--- config.mk ---
export PLATFORM = sky130hd
export DESIGN_NAME = draw_span
export DESIGN_NICKNAME = d
export VERILOG_FILES = /design/src/rtl/mch3d_pkg.sv /design/src/rtl/draw_span_attr_step.sv /design/src/rtl/draw_span.sv
export SDC_FILE = /design/constraint.sdc
export NUM_CORES = 1
export LEC_CHECK = 0
export ABC_AREA = 1
export CAP_MARGIN = 20
export CORE_AREA = 2 2 234 236
export CTS_CLUSTER_DIAMETER = 120
export DETAILED_ROUTE_END_ITERATION = 6
export DIE_AREA = 0 0 236 238
export PLACE_DENSITY = 0.7
export SLEW_MARGIN = 20
export SYNTH_ARGS = -nofsm -noshare
export SYNTH_HDL_FRONTEND = slang
export SYNTH_HIERARCHICAL = 1
export SYNTH_SLANG_ARGS = --single-unit
--- constraint.sdc ---
create_clock -name clk -period 3.65 [get_ports clk]
set_input_delay 0.365 -clock clk [delete_from_list [all_inputs] [get_ports clk]]
set_output_delay 0.365 -clock clk [all_outputs]
set_load 0.1 [all_outputs]
--- src/rtl/mch3d_pkg.sv ---
// mch3d_pkg: shared definitions for the span rasteriser and the line stage.
//   - 249-bit span descriptor field widths and LSB offsets
//   - frameblock address / z widths
//   - per-span attribute and step bundles, span FSM states
//   - RGB565 packing helper
package mch3d_pkg;

  localparam int FB_ADDR_W = 10;
  localparam int Z_W       = 15;
  localparam int FRAC_W    = 9;
  localparam int SPAN_W    = 249;

  localparam int Y_W    = 8;
  localparam int X_W    = 3;
  localparam int SP_Z_W = 24;
  localparam int SP_R_W = 14;
  localparam int SP_G_W = 15;
  localparam int SP_B_W = 14;
  localparam int SP_U_W = 21;
  localparam int SP_V_W = 21;

  // Each step field is one bit wider than its attribute. Every attribute
  // is preceded (MSB side) by a single zero pad bit.
  localparam int SP_NV_LSB = 0;
  localparam int SP_V_LSB  = SP_NV_LSB + SP_V_W + 1;
  localparam int SP_NU_LSB = SP_V_LSB + SP_V_W + 1;
  localparam int SP_U_LSB  = SP_NU_LSB + SP_U_W + 1;
  localparam int SP_NB_LSB = SP_U_LSB + SP_U_W + 1;
  localparam int SP_B_LSB  = SP_NB_LSB + SP_B_W + 1;
  localparam int SP_NG_LSB = SP_B_LSB + SP_B_W + 1;
  localparam int SP_G_LSB  = SP_NG_LSB + SP_G_W + 1;
  localparam int SP_NR_LSB = SP_G_LSB + SP_G_W + 1;
  localparam int SP_R_LSB  = SP_NR_LSB + SP_R_W + 1;
  localparam int SP_NZ_LSB = SP_R_LSB + SP_R_W + 1;
  localparam int SP_Z_LSB  = SP_NZ_LSB + SP_Z_W + 1;
  localparam int SP_X_LSB  = SP_Z_LSB + SP_Z_W + 1;
  localparam int SP_YE_LSB = SP_X_LSB + X_W;
  localparam int SP_YS_LSB = SP_YE_LSB + Y_W;

  typedef struct packed {
    logic [SP_Z_W-1:0] z;
    logic [SP_R_W-1:0] r;
    logic [SP_G_W-1:0] g;
    logic [SP_B_W-1:0] b;
    logic [SP_U_W-1:0] u;
    logic [SP_V_W-1:0] v;
  } attr_t;

  typedef struct packed {
    logic [SP_Z_W:0] z;
    logic [SP_R_W:0] r;
    logic [SP_G_W:0] g;
    logic [SP_B_W:0] b;
    logic [SP_U_W:0] u;
    logic [SP_V_W:0] v;
  } step_t;

  typedef enum logic [1:0] {ST_IDLE, ST_RUN, ST_DRAIN} span_state_e;

  // Integer parts of the colour attributes, truncated to 5/6/5 bits.
  function automatic logic [15:0] rgb565(input logic [SP_R_W-1:0] r,
                                         input logic [SP_G_W-1:0] g,
                                         input logic [SP_B_W-1:0] b);
    return {r[SP_R_W-1 -: 5], g[SP_G_W-1 -: 6], b[SP_B_W-1 -: 5]};
  endfunction

endpackage

--- src/rtl/draw_span_attr_step.sv ---
// attr_step: one saturating interpolation step of an unsigned attribute.
//   val_i  : current attribute (unsigned, W bits)
//   step_i : signed per-pixel increment (W+1 bits)
//   up_i   : 1 = add step, 0 = subtract step
//   val_o  : stepped value clamped to [0, 2^W-1]
module attr_step
  import mch3d_pkg::*;
#(
  parameter int W = 24
) (
  input  logic [W-1:0] val_i,
  input  logic [W:0]   step_i,
  input  logic         up_i,
  output logic [W-1:0] val_o
);

  // Two extra bits hold the full range of unsigned +/- signed operands.
  logic signed [W+1:0] sum;

  always_comb begin
    if (up_i) sum = $signed({2'b00, val_i}) + $signed({step_i[W], step_i});
    else      sum = $signed({2'b00, val_i}) - $signed({step_i[W], step_i});
    if (sum[W+1])  val_o = '0;          // went negative
    else if (sum[W]) val_o = '1;        // overflowed the attribute range
    else           val_o = sum[W-1:0];
  end

endmodule

--- src/rtl/draw_span.sv ---
// draw_span: rasterises one vertical span into the frameblock.
//   clk, rst          : clock, synchronous active-high reset
//   span_data/start   : descriptor, latched on the start pulse while idle
//   span_done         : high while idle and ready for the next span
//   zbuf_rd/rdaddr    : z read, data returns on zbuf_rddata the next cycle
//   zbuf_wr/wraddr/wrdata : z write for visible pixels
//   pix_wr/wraddr/rgb/uv  : colour write, mirrors the z write
// Pipeline: stage 1 (RUN) reads z and steps attributes; stage 2 compares the
// returned z and writes. DRAIN gives the last pixel its stage-2 cycle.
module draw_span
  import mch3d_pkg::*;
#(
  parameter int Z_TEST_EN = 1
) (
  input  logic                 clk,
  input  logic                 rst,
  input  logic [SPAN_W-1:0]    span_data,
  input  logic                 span_start,
  output logic                 span_done,
  output logic [FB_ADDR_W-1:0] zbuf_rdaddr,
  output logic                 zbuf_rd,
  input  logic [Z_W-1:0]       zbuf_rddata,
  output logic [FB_ADDR_W-1:0] zbuf_wraddr,
  output logic                 zbuf_wr,
  output logic [Z_W-1:0]       zbuf_wrdata,
  output logic [FB_ADDR_W-1:0] pix_wraddr,
  output logic                 pix_wr,
  output logic [15:0]          pix_rgb,
  output logic [23:0]          pix_uv
);

  localparam int UV_W = SP_U_W - FRAC_W;

  span_state_e state_q, state_d;

  logic [Y_W-1:0]       y_q, y_d, ye_q, ye_d;
  logic [1:0]           x_q, x_d;
  logic                 up_q, up_d;
  attr_t                at_q, at_d, at_nx, at_in;
  step_t                st_q, st_d, st_in;

  logic                 done_q, done_d;
  logic                 rd_q, rd_d;
  logic [FB_ADDR_W-1:0] rdaddr_q, rdaddr_d;
  logic                 s2_vld_q, s2_vld_d;
  logic [FB_ADDR_W-1:0] s2_addr_q, s2_addr_d;
  logic [Z_W-1:0]       s2_z_q, s2_z_d;
  logic [15:0]          s2_rgb_q, s2_rgb_d;
  logic [23:0]          s2_uv_q, s2_uv_d;

  logic [Y_W-1:0]       in_ys, in_ye;
  logic [X_W-1:0]       in_x;
  logic                 z_pass;

  // ---------------------------------------------------------------- unpack
  assign in_ys = span_data[SP_YS_LSB +: Y_W];
  assign in_ye = span_data[SP_YE_LSB +: Y_W];
  assign in_x  = span_data[SP_X_LSB +: X_W];
  assign at_in = {span_data[SP_Z_LSB +: SP_Z_W], span_data[SP_R_LSB +: SP_R_W],
                  span_data[SP_G_LSB +: SP_G_W], span_data[SP_B_LSB +: SP_B_W],
                  span_data[SP_U_LSB +: SP_U_W], span_data[SP_V_LSB +: SP_V_W]};
  assign st_in = {span_data[SP_NZ_LSB +: SP_Z_W+1], span_data[SP_NR_LSB +: SP_R_W+1],
                  span_data[SP_NG_LSB +: SP_G_W+1], span_data[SP_NB_LSB +: SP_B_W+1],
                  span_data[SP_NU_LSB +: SP_U_W+1], span_data[SP_NV_LSB +: SP_V_W+1]};

  // x[2] selects a frameblock half handled elsewhere; pad bits are always 0.
  logic unused_bits;
  assign unused_bits = ^{in_x[2],
                         span_data[SP_Z_LSB + SP_Z_W], span_data[SP_R_LSB + SP_R_W],
                         span_data[SP_G_LSB + SP_G_W], span_data[SP_B_LSB + SP_B_W],
                         span_data[SP_U_LSB + SP_U_W], span_data[SP_V_LSB + SP_V_W]};

  // ------------------------------------------------------- attribute steps
  logic [SP_Z_W-1:0] z_nx;
  logic [SP_R_W-1:0] r_nx;
  logic [SP_G_W-1:0] g_nx;
  logic [SP_B_W-1:0] b_nx;
  logic [SP_U_W-1:0] u_nx;
  logic [SP_V_W-1:0] v_nx;

  attr_step #(.W(SP_Z_W)) u_step_z (.val_i(at_q.z), .step_i(st_q.z), .up_i(up_q), .val_o(z_nx));
  attr_step #(.W(SP_R_W)) u_step_r (.val_i(at_q.r), .step_i(st_q.r), .up_i(up_q), .val_o(r_nx));
  attr_step #(.W(SP_G_W)) u_step_g (.val_i(at_q.g), .step_i(st_q.g), .up_i(up_q), .val_o(g_nx));
  attr_step #(.W(SP_B_W)) u_step_b (.val_i(at_q.b), .step_i(st_q.b), .up_i(up_q), .val_o(b_nx));
  attr_step #(.W(SP_U_W)) u_step_u (.val_i(at_q.u), .step_i(st_q.u), .up_i(up_q), .val_o(u_nx));
  attr_step #(.W(SP_V_W)) u_step_v (.val_i(at_q.v), .step_i(st_q.v), .up_i(up_q), .val_o(v_nx));

  assign at_nx = {z_nx, r_nx, g_nx, b_nx, u_nx, v_nx};

  // ------------------------------------------------------------------- FSM
  always_ff @(posedge clk) begin
    if (rst) state_q <= ST_IDLE;
    else     state_q <= state_d;
  end

  always_comb begin
    state_d = state_q;
    case (state_q)
      ST_IDLE:  if (span_start) state_d = ST_RUN;
      ST_RUN:   if (y_q == ye_q) state_d = ST_DRAIN;
      ST_DRAIN: state_d = ST_IDLE;
      default:  state_d = ST_IDLE;
    endcase
  end

  // Output-side next values; every port is driven from a flop below, except
  // the write strobe which qualifies the registered stage-2 valid with the
  // depth compare on the returning read data.
  always_comb begin
    done_d    = (state_d == ST_IDLE);
    rd_d      = (state_d == ST_RUN);
    rdaddr_d  = {x_d, y_d};
    s2_vld_d  = (state_q == ST_RUN);
    s2_addr_d = {x_q, y_q};
    s2_z_d    = at_q.z[SP_Z_W-1 -: Z_W];
    s2_rgb_d  = rgb565(at_q.r, at_q.g, at_q.b);
    s2_uv_d   = {at_q.u[SP_U_W-1 -: UV_W], at_q.v[SP_V_W-1 -: UV_W]};
  end

  // --------------------------------------------------------- span datapath
  always_comb begin
    y_d  = y_q;
    ye_d = ye_q;
    x_d  = x_q;
    up_d = up_q;
    at_d = at_q;
    st_d = st_q;
    if (state_q == ST_IDLE && span_start) begin
      y_d  = in_ys;
      ye_d = in_ye;
      x_d  = in_x[1:0];
      up_d = (in_ye >= in_ys);
      at_d = at_in;
      st_d = st_in;
    end else if (state_q == ST_RUN && y_q != ye_q) begin
      y_d  = up_q ? y_q + Y_W'(1) : y_q - Y_W'(1);
      at_d = at_nx;
    end
  end

  always_ff @(posedge clk) begin
    if (rst) begin
      y_q       <= '0;
      ye_q      <= '0;
      x_q       <= '0;
      up_q      <= 1'b0;
      at_q      <= '0;
      st_q      <= '0;
      done_q    <= 1'b1;
      rd_q      <= 1'b0;
      rdaddr_q  <= '0;
      s2_vld_q  <= 1'b0;
      s2_addr_q <= '0;
      s2_z_q    <= '0;
      s2_rgb_q  <= '0;
      s2_uv_q   <= '0;
    end else begin
      y_q       <= y_d;
      ye_q      <= ye_d;
      x_q       <= x_d;
      up_q      <= up_d;
      at_q      <= at_d;
      st_q      <= st_d;
      done_q    <= done_d;
      rd_q      <= rd_d;
      rdaddr_q  <= rdaddr_d;
      s2_vld_q  <= s2_vld_d;
      s2_addr_q <= s2_addr_d;
      s2_z_q    <= s2_z_d;
      s2_rgb_q  <= s2_rgb_d;
      s2_uv_q   <= s2_uv_d;
    end
  end

  // Ties are rejected so coplanar surfaces keep the first-drawn pixel.
  assign z_pass = (Z_TEST_EN == 0) || (s2_z_q < zbuf_rddata);

  assign span_done   = done_q;
  assign zbuf_rd     = rd_q;
  assign zbuf_rdaddr = rdaddr_q;
  assign zbuf_wr     = s2_vld_q && z_pass;
  assign zbuf_wraddr = s2_addr_q;
  assign zbuf_wrdata = s2_z_q;
  assign pix_wr      = zbuf_wr;
  assign pix_wraddr  = s2_addr_q;
  assign pix_rgb     = s2_rgb_q;
  assign pix_uv      = s2_uv_q;

endmodule
==> run metrics <==
number of inserted filler cells in the final layout=between 5000 and 6000; startpoint type of the worst setup path=register; portion of the post-synthesis area used by sequential elements=a little over a quarter; critical path's top delay family=simple AND/OR/NAND/NOR gates; setup violators final=2; initial antenna violation count=8; maximum achievable frequency=273 MHz; count of state elements after synthesis=about 310; slack of the worst reg-to-reg path=-0.02 ns; power density relative to cell area=628 mW/mm2; chip height=238 um; Overall Global Routing Usage=between 20 and 30%; remaining antenna violation count=0; Clock Latency Late Sink=0.58 ns; share of post-route cells with drive strength above 1=about a tenth; wire length of the first global-routing pass=118 mm; master of the slowest instance on the critical path=ha_1; via count of the first global-routing pass=around 23000; post-synthesis async set-or-reset flop share=0%; FP Rows=85; most crowded layer after global routing=met2; register area=0.00627 mm2; DR DRC count=0; share of the clock period used by the worst path=100%; number of cells produced by synthesis=3858; IO Port Bufs=348; pre-CTS WS=-0.0631 ns; Layout Area Growth over Synthesis=26.1%; clk_skew=about 0.020 ns; VDD IR max=roughly 360 uV; Critical Setup Path Class=register to register; portion of netlist area occupied by mux cells=0%; final hold violations=0; HPWL after detailed placement=approximately 54 mm; maximum capacitance violations=0; gp weighted congestion=just over 0.9; number of library cell types mapped by synthesis=53; number of buffers between clock root and the deepest sink=3; critical path peak fanout=5; Leak Pwr=between 0.01 and 0.015 uW; post-synth design cell area=roughly 0.024 mm2; largest net degree at the start of global routing=130; shortest clock period the worst path allows after layout=around 3.7 ns; number of buffers and inverters on the critical path=6; net count after synthesis=between 4000 and 5000; per-instance average area after synthesis=about 6.2 um2; worst-case setup margin in the final layout=-0.0172 ns; simple-gate share of the synthesized area=~37%; clk sink count=313; count of synthesis-stage warnings from yosys=6; relative max-transition margin=24.9%; DR WL/cell=about 15 um; endpoint arrival time on the critical path=around 4.2 ns; Reg clk slew, reported paths=about 0.060 ns; combined area of the multi-input logic cells=~0.016 mm2; io pins=356; element type at the critical path end=register; Post-Route Hold Slack=roughly 0.18 ns; total number of vias=around 25000; Die Span X=approximately 240 um; iteration count of the initial detailed-routing pass=5; path type of the worst min-delay path=primary input to register; global routing met2 resource utilization=between 40 and 50%; max-slew violations=0; Total Wirelength=between 70 and 80 mm; required time worst endpoint=4.14 ns; status=complete, but fails checks; starting density of the core=44.6%; dominant combinational cell family by area after synthesis=simple AND/OR/NAND/NOR gates; TritonCTS clock tree=yes; Most Frequent Cell on Critical Path=nand2_1; met1 track utilization from global routing=33.2%; fraction of synthesized cell area in xor and xnor cells=~6.2%; Slowest Stage Delay on Critical Path=approximately 0.34 ns; total clock buffers created by CTS=39; number of levels in the clock H-tree=2; flip-flop cell with the highest count after synthesis=dfxtp_1; fin cells=4906; total die area=between 0.05 and 0.06 mm2; Total Neg Setup Slack=-0.0301 ns; global-route met3 utilization=approximately 4%; Post-synth EDFFs=0; number of vias per cell after detailed routing=5.03; remaining global-route overflow=0; failing checks=negative setup slack; post-synthesis compound-gate area fraction=between 10% and 20%; share of synthesized cell area in full adder, half adder and majority cells=8.20%; setup repair after global routing missed its margin=yes; net count of the finished layout=roughly 4600; DR iter-0 viols=1731; floorplan core area=approximately 0.053 mm2; placed cells=about 4800; transition at the pin with the smallest max-transition slack=between 1 and 1.5 ns; root cell of the clock tree=clkbuf_16
stage by stage:
step | total power, uW | util [%] | area [um2]
floorplan | 11900 | - | 23800
global placement | 14100 | 52.3 | 28000
detailed placement | 14100 | 52.3 | 28000
CTS | 18300 | 55.0 | 29400
global route | 20400 | 56.2 | 30100
finish | 18900 | 56.2 | 30100
worst paths after layout:
check | start | endpoint | depth (start not counted)
worst max register to register | st_q[1]$_SDFFE_PP0P_ | at_q[15]$_SDFFE_PP0P_ | 26
worst max-delay path | st_q[1]$_SDFFE_PP0P_ | at_q[15]$_SDFFE_PP0P_ | 26
worst min-delay path | rst | pix_uv[10]$_SDFF_PP0_ | 2
worst min register to register | at_q[32]$_SDFFE_PP0P_ | pix_uv[14]$_SDFF_PP0_ | 2
cells in the mapped netlist (3+ instances only):
cell / n / area, um2
or2_2: 3 / 18.8
nand3b_1: 4 / 30.0
a31oi_1: 7 / 43.8
a21boi_0: 5 / 37.5
o31ai_1: 7 / 52.6
buf_8: 3 / 45.0
a21oi_1: 229 / 1150
and2_1: 9 / 56.3
nand2_1: 971 / 3640
buf_2: 23 / 115
o21a_1: 3 / 22.5
nor2_1: 775 / 2910
o21ai_0: 261 / 1310
nand2_4: 9 / 101
buf_4: 17 / 128
nand2_2: 38 / 238
buf_6: 17 / 191
nand4_1: 34 / 213
nand3_1: 179 / 896
ha_1: 145 / 1810
xor2_1: 125 / 1090
inv_1: 355 / 1330
nor4_1: 4 / 25.0
xnor2_1: 41 / 359
inv_2: 12 / 45.0
nor3_1: 19 / 95.1
o21ai_1: 4 / 20.0
or2_0: 4 / 25.0
clkbuf_1: 89 / 334
a21o_1: 12 / 90.1
fa_1: 7 / 140
nor2_2: 68 / 425
o22ai_1: 4 / 25.0
dfxtp_1: 313 / 6270
o21bai_1: 10 / 75.1
nor3_2: 5 / 50.1
nand3_2: 14 / 140
nor2_4: 3 / 33.8
buf_1: 9 / 33.8
cells by family (layout without fill, tap and decap cells):
| family | count (synthesis) | count (layout) |
|---|---|---|
| buf+inv | 529 | 877 |
| other cells | 0 | 4 |
| compound gates | 555 | 555 |
| simple gates | 2141 | 2141 |
| xor+xnor | 168 | 168 |
| flops | 313 | 313 |
| fa+ha+maj | 152 | 152 |
registers in the layout (all words and copies together) (netlist names):
register	count
pix_rgb	16
up_q	1
span_done	1
zbuf_rd	1
x_q	2
zbuf_rdaddr	1
s2_vld_q	1
state_q	2
st_q	115
pix_wraddr	10
at_q	109
zbuf_wrdata	15
y_q	7
pix_uv	24
ye_q	8
where the power goes:
part | internal, uW | switching [uW]
Combinational | 4020 | 6700
Clock | 2290 | 1600
Sequential | 3870 | 403
cell type report:
type                            count  share of cell area [%]
Antenna cell                        4                  0.0333
Tap cell                          696                    2.90
Multi-Input combinational cell   3016                    52.7
Sequential cell                   313                    20.9
Timing Repair Buffer              438                    14.6
Inverter                          370                    4.67
Clock buffer                       57                    3.88
Clock inverter                     12                   0.362
cells in the final DEF (no fill, tap or decap), types with 34 or more instances in the layout:
cell	n
a21oi_1	210
buf_4	72
clkbuf_16	43
clkdlybuf4s50_1	343
dfxtp_1	308
ha_1	140
inv_1	345
nand2_1	956
nand2_2	45
nand3_1	174
nand4_1	34
nor2_1	746
nor2_2	89
o21ai_0	254
xnor2_1	39
xor2_1	123
routing by layer:
| layer | wire length (um) | share of wire (%) |
|---|---|---|
| met1 | 34600 | 46 |
| met2 | 34300 | 46 |
| met3 | 3790 | 5.1 |
| met4 | 1920 | 2.6 |
| met5 | 55 | 0.074 |
repair_timing:
item                       in CTS  in global routing
hold buffers                    0                  0
setup endpoints to repair      21                100
setup buffers                   2                 16
pin swaps                       9                123
gates resized for setup        16                126
gates cloned                    2                  4
Power figures use the tool's default switching activity.
==> RTL change (same flow settings) <==
Take the reset off `y_q`, `ye_q`, `rdaddr_q`, `s2_addr_q` and `s2_rgb_q` and load them in a clocked block of their own.
--- a/src/rtl/draw_span.sv
+++ b/src/rtl/draw_span.sv
@@ -141,6 +141,4 @@
   always_ff @(posedge clk) begin
     if (rst) begin
-      y_q       <= '0;
-      ye_q      <= '0;
       x_q       <= '0;
       up_q      <= 1'b0;
@@ -149,13 +147,8 @@
       done_q    <= 1'b1;
       rd_q      <= 1'b0;
-      rdaddr_q  <= '0;
       s2_vld_q  <= 1'b0;
-      s2_addr_q <= '0;
       s2_z_q    <= '0;
-      s2_rgb_q  <= '0;
       s2_uv_q   <= '0;
     end else begin
-      y_q       <= y_d;
-      ye_q      <= ye_d;
       x_q       <= x_d;
       up_q      <= up_d;
@@ -164,11 +157,16 @@
       done_q    <= done_d;
       rd_q      <= rd_d;
-      rdaddr_q  <= rdaddr_d;
       s2_vld_q  <= s2_vld_d;
-      s2_addr_q <= s2_addr_d;
       s2_z_q    <= s2_z_d;
-      s2_rgb_q  <= s2_rgb_d;
       s2_uv_q   <= s2_uv_d;
     end
+  end
+
+  always_ff @(posedge clk) begin
+    y_q       <= y_d;
+    ye_q      <= ye_d;
+    rdaddr_q  <= rdaddr_d;
+    s2_addr_q <= s2_addr_d;
+    s2_rgb_q  <= s2_rgb_d;
   end
 
Behaviour: not the same (Yosys sat finds a counterexample within 4 cycles, from zero or initial values and one cycle with rst high).
==> RTL change against the unedited design <==
Sequential cell count grew 2; setup slack gained 110 ps; area after synthesis shrank 0.67%; maximum frequency rose by 3.0%; critical endpoint is now at_q[13]; largest cell class unchanged; total power fell by 7.2%; final area shrank 1.5%; die area unchanged; sequential share of layout area is 0.99 points higher; wire length shrank 5.5%; largest power group unchanged.
==> RTL change: results (changes against the unedited design) <==
Outcome
The run finished with clean final reports.

Global routing
The maximum number of pins on one net before global-route repair came to 153 (+18%). The via count of the first global-routing pass came to 22500 (-4.1%). The overall track demand over capacity in global routing is 24.2% (-1.4 points). The met2 track demand over resource in global routing was 40.9% (-2.8 points). The number of antenna violations at the first check in global routing is 7 (-1). The met1 demand-to-capacity share in global routing came to 31.3% (-1.9 points). The met3 usage in global routing was 4.67% (+0.59 points). The first-pass GRT wire length is 112000 µm (-5.2%).

Layout
The count of filler cells inserted in the layout was 5281 (-2.4%). The number of nets at the end of the flow was 4443 (-3.4%). The fraction of final layout cells with drive strength greater than 1 is 9.56% (-0.54 points).

Route
The detailed router's first-iteration violation count is 1409 (-19%). The total routed wirelength was 70500 µm (-5.5%). The total via count in the routed design came to 24200 (-2.2%). The first-pass iteration count of the detailed router is 6 (+1).

Yosys
The synthesized netlist net count is 4135 (-3.3%). The post-synthesis cell type count is 54 (+1.9%). The part of the Yosys area used for sequential elements is 27.3% (+1.0 points). Sorting the synthesized cells by how often they occur yields sky130_fd_sc_hd__nand2_1, sky130_fd_sc_hd__nor2_1, sky130_fd_sc_hd__inv_1, sky130_fd_sc_hd__dfxtp_1, sky130_fd_sc_hd__a21oi_1.

Pwr
The net switching power is 7830 µW (-10%). The standby leakage power is 0.0140 µW (-2.9%). The worst voltage drop across the vdd grid came to 0.000461 V (+29%).

Placed design
The routability congestion estimate is 0.951 (+1.7%). The estimated wirelength of the detail-placed design is 51800 µm (-4.7%).

Critical path
The maximum single-stage delay on the critical path is 360 ps (+20 ps). The maximum net fanout on the critical path is 7 (+2). The combined buffer and inverter count along the critical path is 5 (-1).

Timing
The transition time of the tightest slew-check pin was 1080 ps (-42.3 ps).
## RTL change: repair_timing
| action | in CTS | in global routing |
|---|---|---|
| endpoints found under the setup margin | 21 | 109 |
| gates resized for setup | 6 | 112 |
| cloned | 0 | 4 |
| setup buffers | 0 | 15 |
| pin swaps | 2 | 83 |
## RTL change: cells by family after synthesis
| group | synth area share, % |
|---|---|
| xor+xnor | 6.39 |
| flops | 27.3 |
| buf+inv | 9.35 |
| fa+ha+maj | 8.25 |
| simple gates | 36.4 |
| compound gates | 12.3 |
## RTL change: path summary, 6_finish.rpt
check,endpoint,slack (ps),cells past startpoint
worst max-delay path,at_q[13],90,25
worst min-delay path,at_q[22],280,2
worst max register to register,at_q[13],90,25
worst min register to register,pix_wraddr[9],350,0
## RTL change: per-stage QoR
stage / power [µW] / setup TNS, ps / instance area [µm²] / hold WS, ps / cells
final: 17500 / 0 / 29600 / 282 / 4746
after global routing: 18800 / -4420 / 29600 / 297 / 4746
after CTS: 17100 / 0 / 29000 / 275 / 4724
after detailed placement: 13100 / -105 / 27700 / 338 / 4660
after global placement: 13100 / 0 / 27700 / 328 / 4660
after floorplan: 11100 / 0 / 23700 / 323 / 3716
## RTL change: area by class of cell
type | count | area, µm² | share of cell area, %
multi-input combinational | 2915 | 15400 | 52.2
clock buffer | 50 | 1130 | 3.83
inverter | 328 | 1240 | 4.20
sequential | 315 | 6470 | 21.9
tap | 696 | 871 | 2.94
clock inverter | 14 | 160 | 0.541
antenna | 3 | 7.51 | 0.0254
timing repair buffer | 425 | 4260 | 14.4
## RTL change: power groups by stage
stage | combinational (µW) | sequential (µW) | clock [µW]
after floorplan | 6210 | 4940 | 0
after detailed placement | 8780 | 4320 | 0
after global routing | 10400 | 4310 | 4170
after global placement | 8740 | 4320 | 0
after CTS | 8850 | 4250 | 4040
final | 9310 | 4260 | 3950
## RTL change: routing by layer
metal / part of all wire [%] / routed length [µm]
met3: 6.5 / 4580
met4: 2.3 / 1650
met5: 0.067 / 47
met1: 46 / 32300
met2: 45 / 32000
